### config.mk
export PLATFORM = sky130hd
export DESIGN_NAME = icache
export DESIGN_NICKNAME = d
export VERILOG_FILES = /design/src/rtl/icache.sv
export SDC_FILE = /design/constraint.sdc
export NUM_CORES = 1
export LEC_CHECK = 0
export ABC_CLOCK_PERIOD_IN_PS = 9150
export CAP_MARGIN = 0
export CORE_MARGIN = 8
export CORE_UTILIZATION = 50
export CTS_CLUSTER_DIAMETER = 100
export CTS_CLUSTER_SIZE = 28
export DETAILED_ROUTE_END_ITERATION = 8
export MAX_ROUTING_LAYER = met4
export PLACE_DENSITY_LB_ADDON = 0.12
export REMOVE_ABC_BUFFERS = 1
export SYNTH_ARGS = -nofsm -noshare
export SYNTH_HDL_FRONTEND = slang
export SYNTH_SLANG_ARGS = --single-unit
### constraint.sdc
create_clock -name clk_in -period 9.15 [get_ports clk_in]
set_input_delay 1.83 -clock clk_in [delete_from_list [all_inputs] [get_ports clk_in]]
set_output_delay 1.83 -clock clk_in [all_outputs]
set_load 0.1 [all_outputs]
### src/rtl/icache.sv
// ============================================================================
// Module   : icache
// Purpose  : Direct-mapped, one-word-per-line instruction cache with
//            single-outstanding miss handling. Optional hit/miss statistics
//            are enabled by defining ICACHE_STATS_EN.
// Revision : 1.0 - initial release
// ============================================================================
`default_nettype none

module icache #(
    parameter int INDEX_BITS = 4
) (
    input  logic        clk_in,
    input  logic        rst_in,
    input  logic        rdy_in,
    input  logic        if_req,
    input  logic [31:0] if_pc,
    input  logic        clear_in,
    output logic        if_ready,
    output logic [31:0] if_inst,
    output logic        mem_req,
    output logic [31:0] mem_addr,
    input  logic        mem_done,
    input  logic [31:0] mem_data
`ifdef ICACHE_STATS_EN
    ,
    output logic [31:0] hit_cnt,
    output logic [31:0] miss_cnt
`endif
);

    localparam int LINES = 1 << INDEX_BITS;
    localparam int TAG_W = 30 - INDEX_BITS;

    localparam logic [0:0] S_IDLE = 1'b0;
    localparam logic [0:0] S_MISS = 1'b1;

    logic [0:0]       state_q, state_d;
    logic [LINES-1:0] valid_q, valid_d;
    logic [31:0]      mem_addr_q, mem_addr_d;
    logic             discard_q, discard_d;
    logic [TAG_W-1:0] tag_q  [LINES];
    logic [31:0]      data_q [LINES];

    logic [INDEX_BITS-1:0] w_idx;
    logic [TAG_W-1:0]      w_tag;
    logic [INDEX_BITS-1:0] w_fill_idx;
    logic [TAG_W-1:0]      w_fill_tag;
    logic                  w_hit;
    logic                  w_fill;
    logic                  w_fill_en;
    logic                  unused_pc_lsb;

    assign w_idx         = if_pc[INDEX_BITS+1:2];
    assign w_tag         = if_pc[31:INDEX_BITS+2];
    assign w_fill_idx    = mem_addr_q[INDEX_BITS+1:2];
    assign w_fill_tag    = mem_addr_q[31:INDEX_BITS+2];
    assign unused_pc_lsb = ^if_pc[1:0];

    assign w_hit    = if_req & valid_q[w_idx] & (tag_q[w_idx] == w_tag);
    assign if_ready = (state_q == S_IDLE) & w_hit;
    assign if_inst  = valid_q[w_idx] ? data_q[w_idx] : 32'd0;
    assign mem_req  = (state_q == S_MISS);
    assign mem_addr = mem_addr_q;

    always_comb begin
        state_d    = state_q;
        valid_d    = valid_q;
        mem_addr_d = mem_addr_q;
        discard_d  = discard_q;
        w_fill     = 1'b0;
        case (state_q)
            S_IDLE: begin
                if (if_req && !w_hit && !clear_in) begin
                    state_d    = S_MISS;
                    mem_addr_d = {if_pc[31:2], 2'b00};
                end
            end
            S_MISS: begin
                if (mem_done) begin
                    // A flush seen during or at the end of the miss drops the word.
                    w_fill    = !discard_q && !clear_in;
                    state_d   = S_IDLE;
                    discard_d = 1'b0;
                end else if (clear_in) begin
                    discard_d = 1'b1;
                end
            end
            default: state_d = S_IDLE;
        endcase
        if (w_fill) begin
            valid_d[w_fill_idx] = 1'b1;
        end
        if (clear_in) begin
            valid_d = '0;
        end
    end

    assign w_fill_en = w_fill & rdy_in & rst_in;

    always_ff @(posedge clk_in) begin
        if (!rst_in) begin
            state_q    <= S_IDLE;
            valid_q    <= '0;
            mem_addr_q <= 32'd0;
            discard_q  <= 1'b0;
        end else if (rdy_in) begin
            state_q    <= state_d;
            valid_q    <= valid_d;
            mem_addr_q <= mem_addr_d;
            discard_q  <= discard_d;
        end
    end

    // Tag/data arrays need no reset: valid bits gate every read.
    always_ff @(posedge clk_in) begin
        if (w_fill_en) begin
            tag_q[w_fill_idx]  <= w_fill_tag;
            data_q[w_fill_idx] <= mem_data;
        end
    end

`ifdef ICACHE_STATS_EN
    logic [31:0] hit_cnt_q;
    logic [31:0] miss_cnt_q;

    always_ff @(posedge clk_in) begin
        if (!rst_in) begin
            hit_cnt_q  <= 32'd0;
            miss_cnt_q <= 32'd0;
        end else if (rdy_in) begin
            if (if_ready && (hit_cnt_q != 32'hFFFF_FFFF)) begin
                hit_cnt_q <= hit_cnt_q + 32'd1;
            end
            if ((state_q == S_IDLE) && (state_d == S_MISS) && (miss_cnt_q != 32'hFFFF_FFFF)) begin
                miss_cnt_q <= miss_cnt_q + 32'd1;
            end
        end
    end

    assign hit_cnt  = hit_cnt_q;
    assign miss_cnt = miss_cnt_q;
`else
    // Statistics disabled: no counters or counter ports.
`endif

endmodule

`default_nettype wire

* After elaboration in Yosys (flattened, before gate mapping)
Memory sizes are Yosys's and may differ from the RTL's.
Cells that the tools add are included.
W data, S select, Z words.
** Cells by class
- $add $sub $neg :: 0
- $mul :: 0
- Divide/modulo/power cells :: 0
- $lt $le $gt $ge :: 3
- Equality and inequality tests :: 1
- Shift operators :: 0
- Muxes and demuxes :: 16
- Bitwise operators :: 7
- Reduce and logical (&&, ||, !) cells :: 12
** Operators by type and width (number)
- $mux W16 :: 2
- $mux W32 :: 1
- $eq A26 B26 Y1 :: 1
- $or A16 B16 Y16 :: 1
- $lt A4 B5 Y1 const B :: 2
- $mux W1 :: 10
- $reduce_and A3 Y1 :: 2
- $and A1 B1 Y1 :: 5
- $bmux W1 S4 :: 1
- $demux W1 S4 :: 1
- $ge A4 B1 Y1 const B :: 1
- $logic_and A1 B1 Y1 :: 4
- $reduce_bool A2 Y1 :: 2
- $logic_not A1 Y1 :: 3
- $pmux W1 S2 :: 1
- $reduce_and A2 Y1 :: 1
- $not A1 Y1 :: 1
** Word-level totals
- Register bits :: 48
- Latch bits :: 0
- Bits in writable memories :: 928
- Bits in read-only memories :: 0
- Input bits :: 70
- Memories :: 2
** Memory list
- data_q :: depth 16, width 32, rd ports 1, clocked after Yosys merged registers in 0, wr ports 1, line 43 : logic [31:0] data_q [LINES];
- tag_q :: depth 16, width 26, rd ports 1, clocked after Yosys merged registers in 0, wr ports 1, line 42 : logic [TAG_W-1:0] tag_q [LINES];

* Logic depth before layout (Yosys ltp)
- Depth after elaboration :: 9
- Mapped depth :: 15
- Gate-level depth less buffers :: 9

* Worst setup path before layout
No wires, ideal clock.
- Path type :: input-to-reg
- From :: input port rst_in
- To :: memory data_q[3][0], enable pin
- Setup time :: 0.545 ns
- Data arrival time :: 6.582 ns
- Required time :: 8.605 ns
- Path slack :: 2.023 ns
- Stages on the path :: 4
- Path through :: clkbuf_1 -> nor3b_1 -> nand3_1 -> nor3_1
** Between the ends
- Longest elaborated chain between the ends :: 3
** RTL lines
- from (decl) :: line 14 : input logic rst_in,
- $and A1 B1 Y1 :: line 99 : assign w_fill_en = w_fill & rdy_in & rst_in;
- $mux W1 :: line 117 : if (w_fill_en) begin
- $mux W1 (not written as such) :: line 119 : data_q[w_fill_idx] <= mem_data;
- to (decl) :: line 43
Every way passes these cells.

* Worst setup path after layout
- From :: input port if_pc[3]
- To :: output port if_ready
** Between the ends
- Longest elaborated chain between the ends :: 5
** RTL lines
- from (decl) :: line 17 : input logic [31:0] if_pc,
- parallel branches: the longest is 3 deep, another holds $mem_v2 Z16 W26
- $and A1 B1 Y1 * :: line 60 : assign w_hit = if_req & valid_q[w_idx] & (tag_q[w_idx] == w_tag);
- $and A1 B1 Y1 * :: line 61 : assign if_ready = (state_q == S_IDLE) & w_hit;
- to (decl) :: line 19 : output logic if_ready,
Mark *: on every way between the ends. The select of a mux whose other input is x is not followed.

==> metrics <==
status=finished, final reports clean; share of synthesized flip-flops with an asynchronous set or reset=0; net switching power=0.00157 W; Final Cycle Share=0.814; CP Launch Type=input pin; CTS Hold Bufs=0; Synth top cells by count=edfxtp_1, mux4_2, mux2i_1, nand2_1, dfxtp_1; root buffer cell=clkbuf_16; total routed wirelength=86,300 µm; end of the worst register-to-register path=data_q[11][21]; die span in x=291 µm; Primary FF master, synth=edfxtp_1; clock buffer depth=3; FF-to-FF path depth=5; GPL Wtd Cong=0.753; antenna viol nets, final=0; GR Util met2=0.344; most used routing layer in global routing=met2; top cells by area, synth=edfxtp_1, mux4_2, dfxtp_1; power per standard cell area=180 nW/µm²; Post-Synthesis Cell Area=37,900 µm²; first-pass GRT wire length=126,000 µm; post-cts resize count=0; hold_sp=valid_q[1]; Hold EP=valid_q[1]; dominant cell by count in the synthesized netlist=edfxtp_1; fin util=0.549; share of layout cells above drive strength 1=0.199; beginning of the worst register-to-register path=mem_req; final hold violations=0; final setup skew=36.8 ps; TNS Setup=0 ps; peak fanout along the critical path=59; met1 GRT Util=0.279; Reg power frac=0.655; Logic pwr share=0.057; max cap viols=0; EDFF count, synth=928; GR Overflow Total=0; Vias=17.6k; syn avg cell area=21.5 µm²; Hold Crit Class=reg -> reg; Port Buffers=131; Crit path arrival time=5620 ps; CP bufs+invs=3; drt drc=0; crit-path leading delay family=buffers and inverters; cell mode on critical path=buf_4; Tightest Pin Transition=1230 ps; met3 Use GR=0.0294; H-tree depth=2; drt initial violations=1,549; Initial DRT Pass Iterations=5; synthesized flop and latch total=976; Starting Density=0.502; clock network power share=0.287; internal power=0.00590 W; GR Util All Layers=0.207; Yosys Warn Count=0; worst-path cell chain=buf_6 -> buf_4 -> mux4_2 -> mux2i_1 -> o22ai_1 -> a21oi_1 -> nand3_1 -> a2111oi_2 -> nand4_1 -> nor2_1 -> buf_4; CP max-delay cell=buf_4; max-slew violation count=0; post-synth top area share=0.735; CP Capture Type=output port; vias in the first global route=18.1k; register area share after synthesis=0.760; CTS tree=yes; Die Height=291 µm; Inserted Clock Buffers=41; Peak supply drop=120 µV; DR vias/cell=6.10; Pleak=12.2 nW; largest net degree at the start of global routing=82; r2r setup slk=5470 ps; die area=84,900 µm²; Mapped Cells=1,761; largest area contributor in the netlist=edfxtp_1; # rows=101; Final min period=7450 ps; Clock Latency Late Sink=610 ps; Core Region=75,600 µm²; sw frac=0.210; Slew HR=0.178; initial antenna violation count=2; kind of critical path=in -> out; # setup viols final=0; hold path depth=2; Fmax achieved=0.134 GHz; IO Pins=136; Cell variety after synth=58; CTS Sinks=976; area grow syn2layout=9.37%; Crit path largest cell delay=650 ps; RSZ-0062 raised after global routing=false; clock-pin slew on the worst setup and hold paths=100 ps; hpwl dp=45,700 µm; Post-CTS Setup Inserts=0; Critical Path RT=7320 ps; WL per Instance=30.0 µm; final net count=1,953
-- per-stage QoR --
stage | instances | worst slack, ps | hold slack, ps | total power, W | cell area (µm²)
2_1_floorplan | 1666 | 1780 | 431 | 0.00522 | 37300
3_3_place_gp | 2818 | 1720 | 446 | 0.00542 | 40400
3_5_place_dp | 2818 | 1720 | 454 | 0.00543 | 40400
4_1_cts | 2877 | 1710 | 480 | 0.00753 | 41500
5_1_grt | 2879 | 1570 | 508 | 0.00768 | 41500
6_report | 2879 | 1700 | 483 | 0.00747 | 41500
-- metal layers --
metal  share of wire  vias up
li1                -     7492
met1            0.42     9540
met2            0.51      454
met3           0.052       73
met4           0.014        0
met5               0        -
-- state kept, by name, indices dropped and copies added, names as in the netlist --
name	flops
data_q	512
tag_q	416
mem_addr	30
valid_q	16
discard_q	1
mem_req	1
-- cell families (layout without fill, tap and decap cells) --
kind of cell	after synthesis	count (layout)	synth area share
flip-flops	976	976	0.760
multiplexers	338	338	0.169
AND/OR/NAND/NOR	216	216	0.0275
buffers and inverters	106	243	0.0171
AO/OA/AOI/OAI	101	101	0.0206
XOR/XNOR	23	23	0.00531
other	1	4	0.0000989
-- placed cells by master (no fill, tap or decap), drive strengths merged, types with 11 or more instances in the layout --
cell type and count:
a21oi 18, a221oi 23, buf 48, clkbuf 56, clkdlybuf4s50 125, dfxtp 48
edfxtp 928, inv 11, mux2 11, mux2i 85, mux4 242, nand2 81
nor2 44, nor2b 42, xnor2 15
-- final cells by class --
class                           instances  area [µm²]
Antenna cell                            2        5.00
Inverter                               10        38.8
Sequential cell                       976       28800
Timing Repair Buffer                  174        1680
Tap cell                              978        1220
Fill cell                            5723       34100
Clock inverter                          4        40.0
Clock buffer                           55        1080
Multi-Input combinational cell        680        8590
-- power by group through the flow --
| stage | sequential, W | clock (W) | combinational [W] |
|---|---|---|---|
| finish | 0.00489 | 0.00215 | 0.000427 |
| global route | 0.00490 | 0.00233 | 0.000457 |
| CTS | 0.00489 | 0.00220 | 0.000434 |
| detailed placement | 0.00500 | 0 | 0.000433 |
| global placement | 0.00499 | 0 | 0.000430 |
| floorplan | 0.00502 | 0 | 0.000192 |
-- how the worst max path moves through the flow --
stage | startpoint | to | slack (ps) | cells after the start
3_5_place_dp | if_pc[3] | if_ready | 1720 | 9
6_report | if_pc[3] | if_ready | 1700 | 11
3_3_place_gp | if_pc[3] | if_ready | 1720 | 9
4_1_cts | if_pc[3] | if_ready | 1710 | 9
2_1_floorplan | if_pc[2] | if_inst[0] | 1780 | 4
5_1_grt | if_pc[2] | if_ready | 1570 | 12
-- worst register-to-register path, stage by stage (launching register included) --
cell and delay (ps):
dfxtp_1 460, nand4b_1 130, nor3b_1 440, nand3_1 380, nor2_4 1020, buf_4 830
Note: power is estimated with default switching activity, not from simulation.
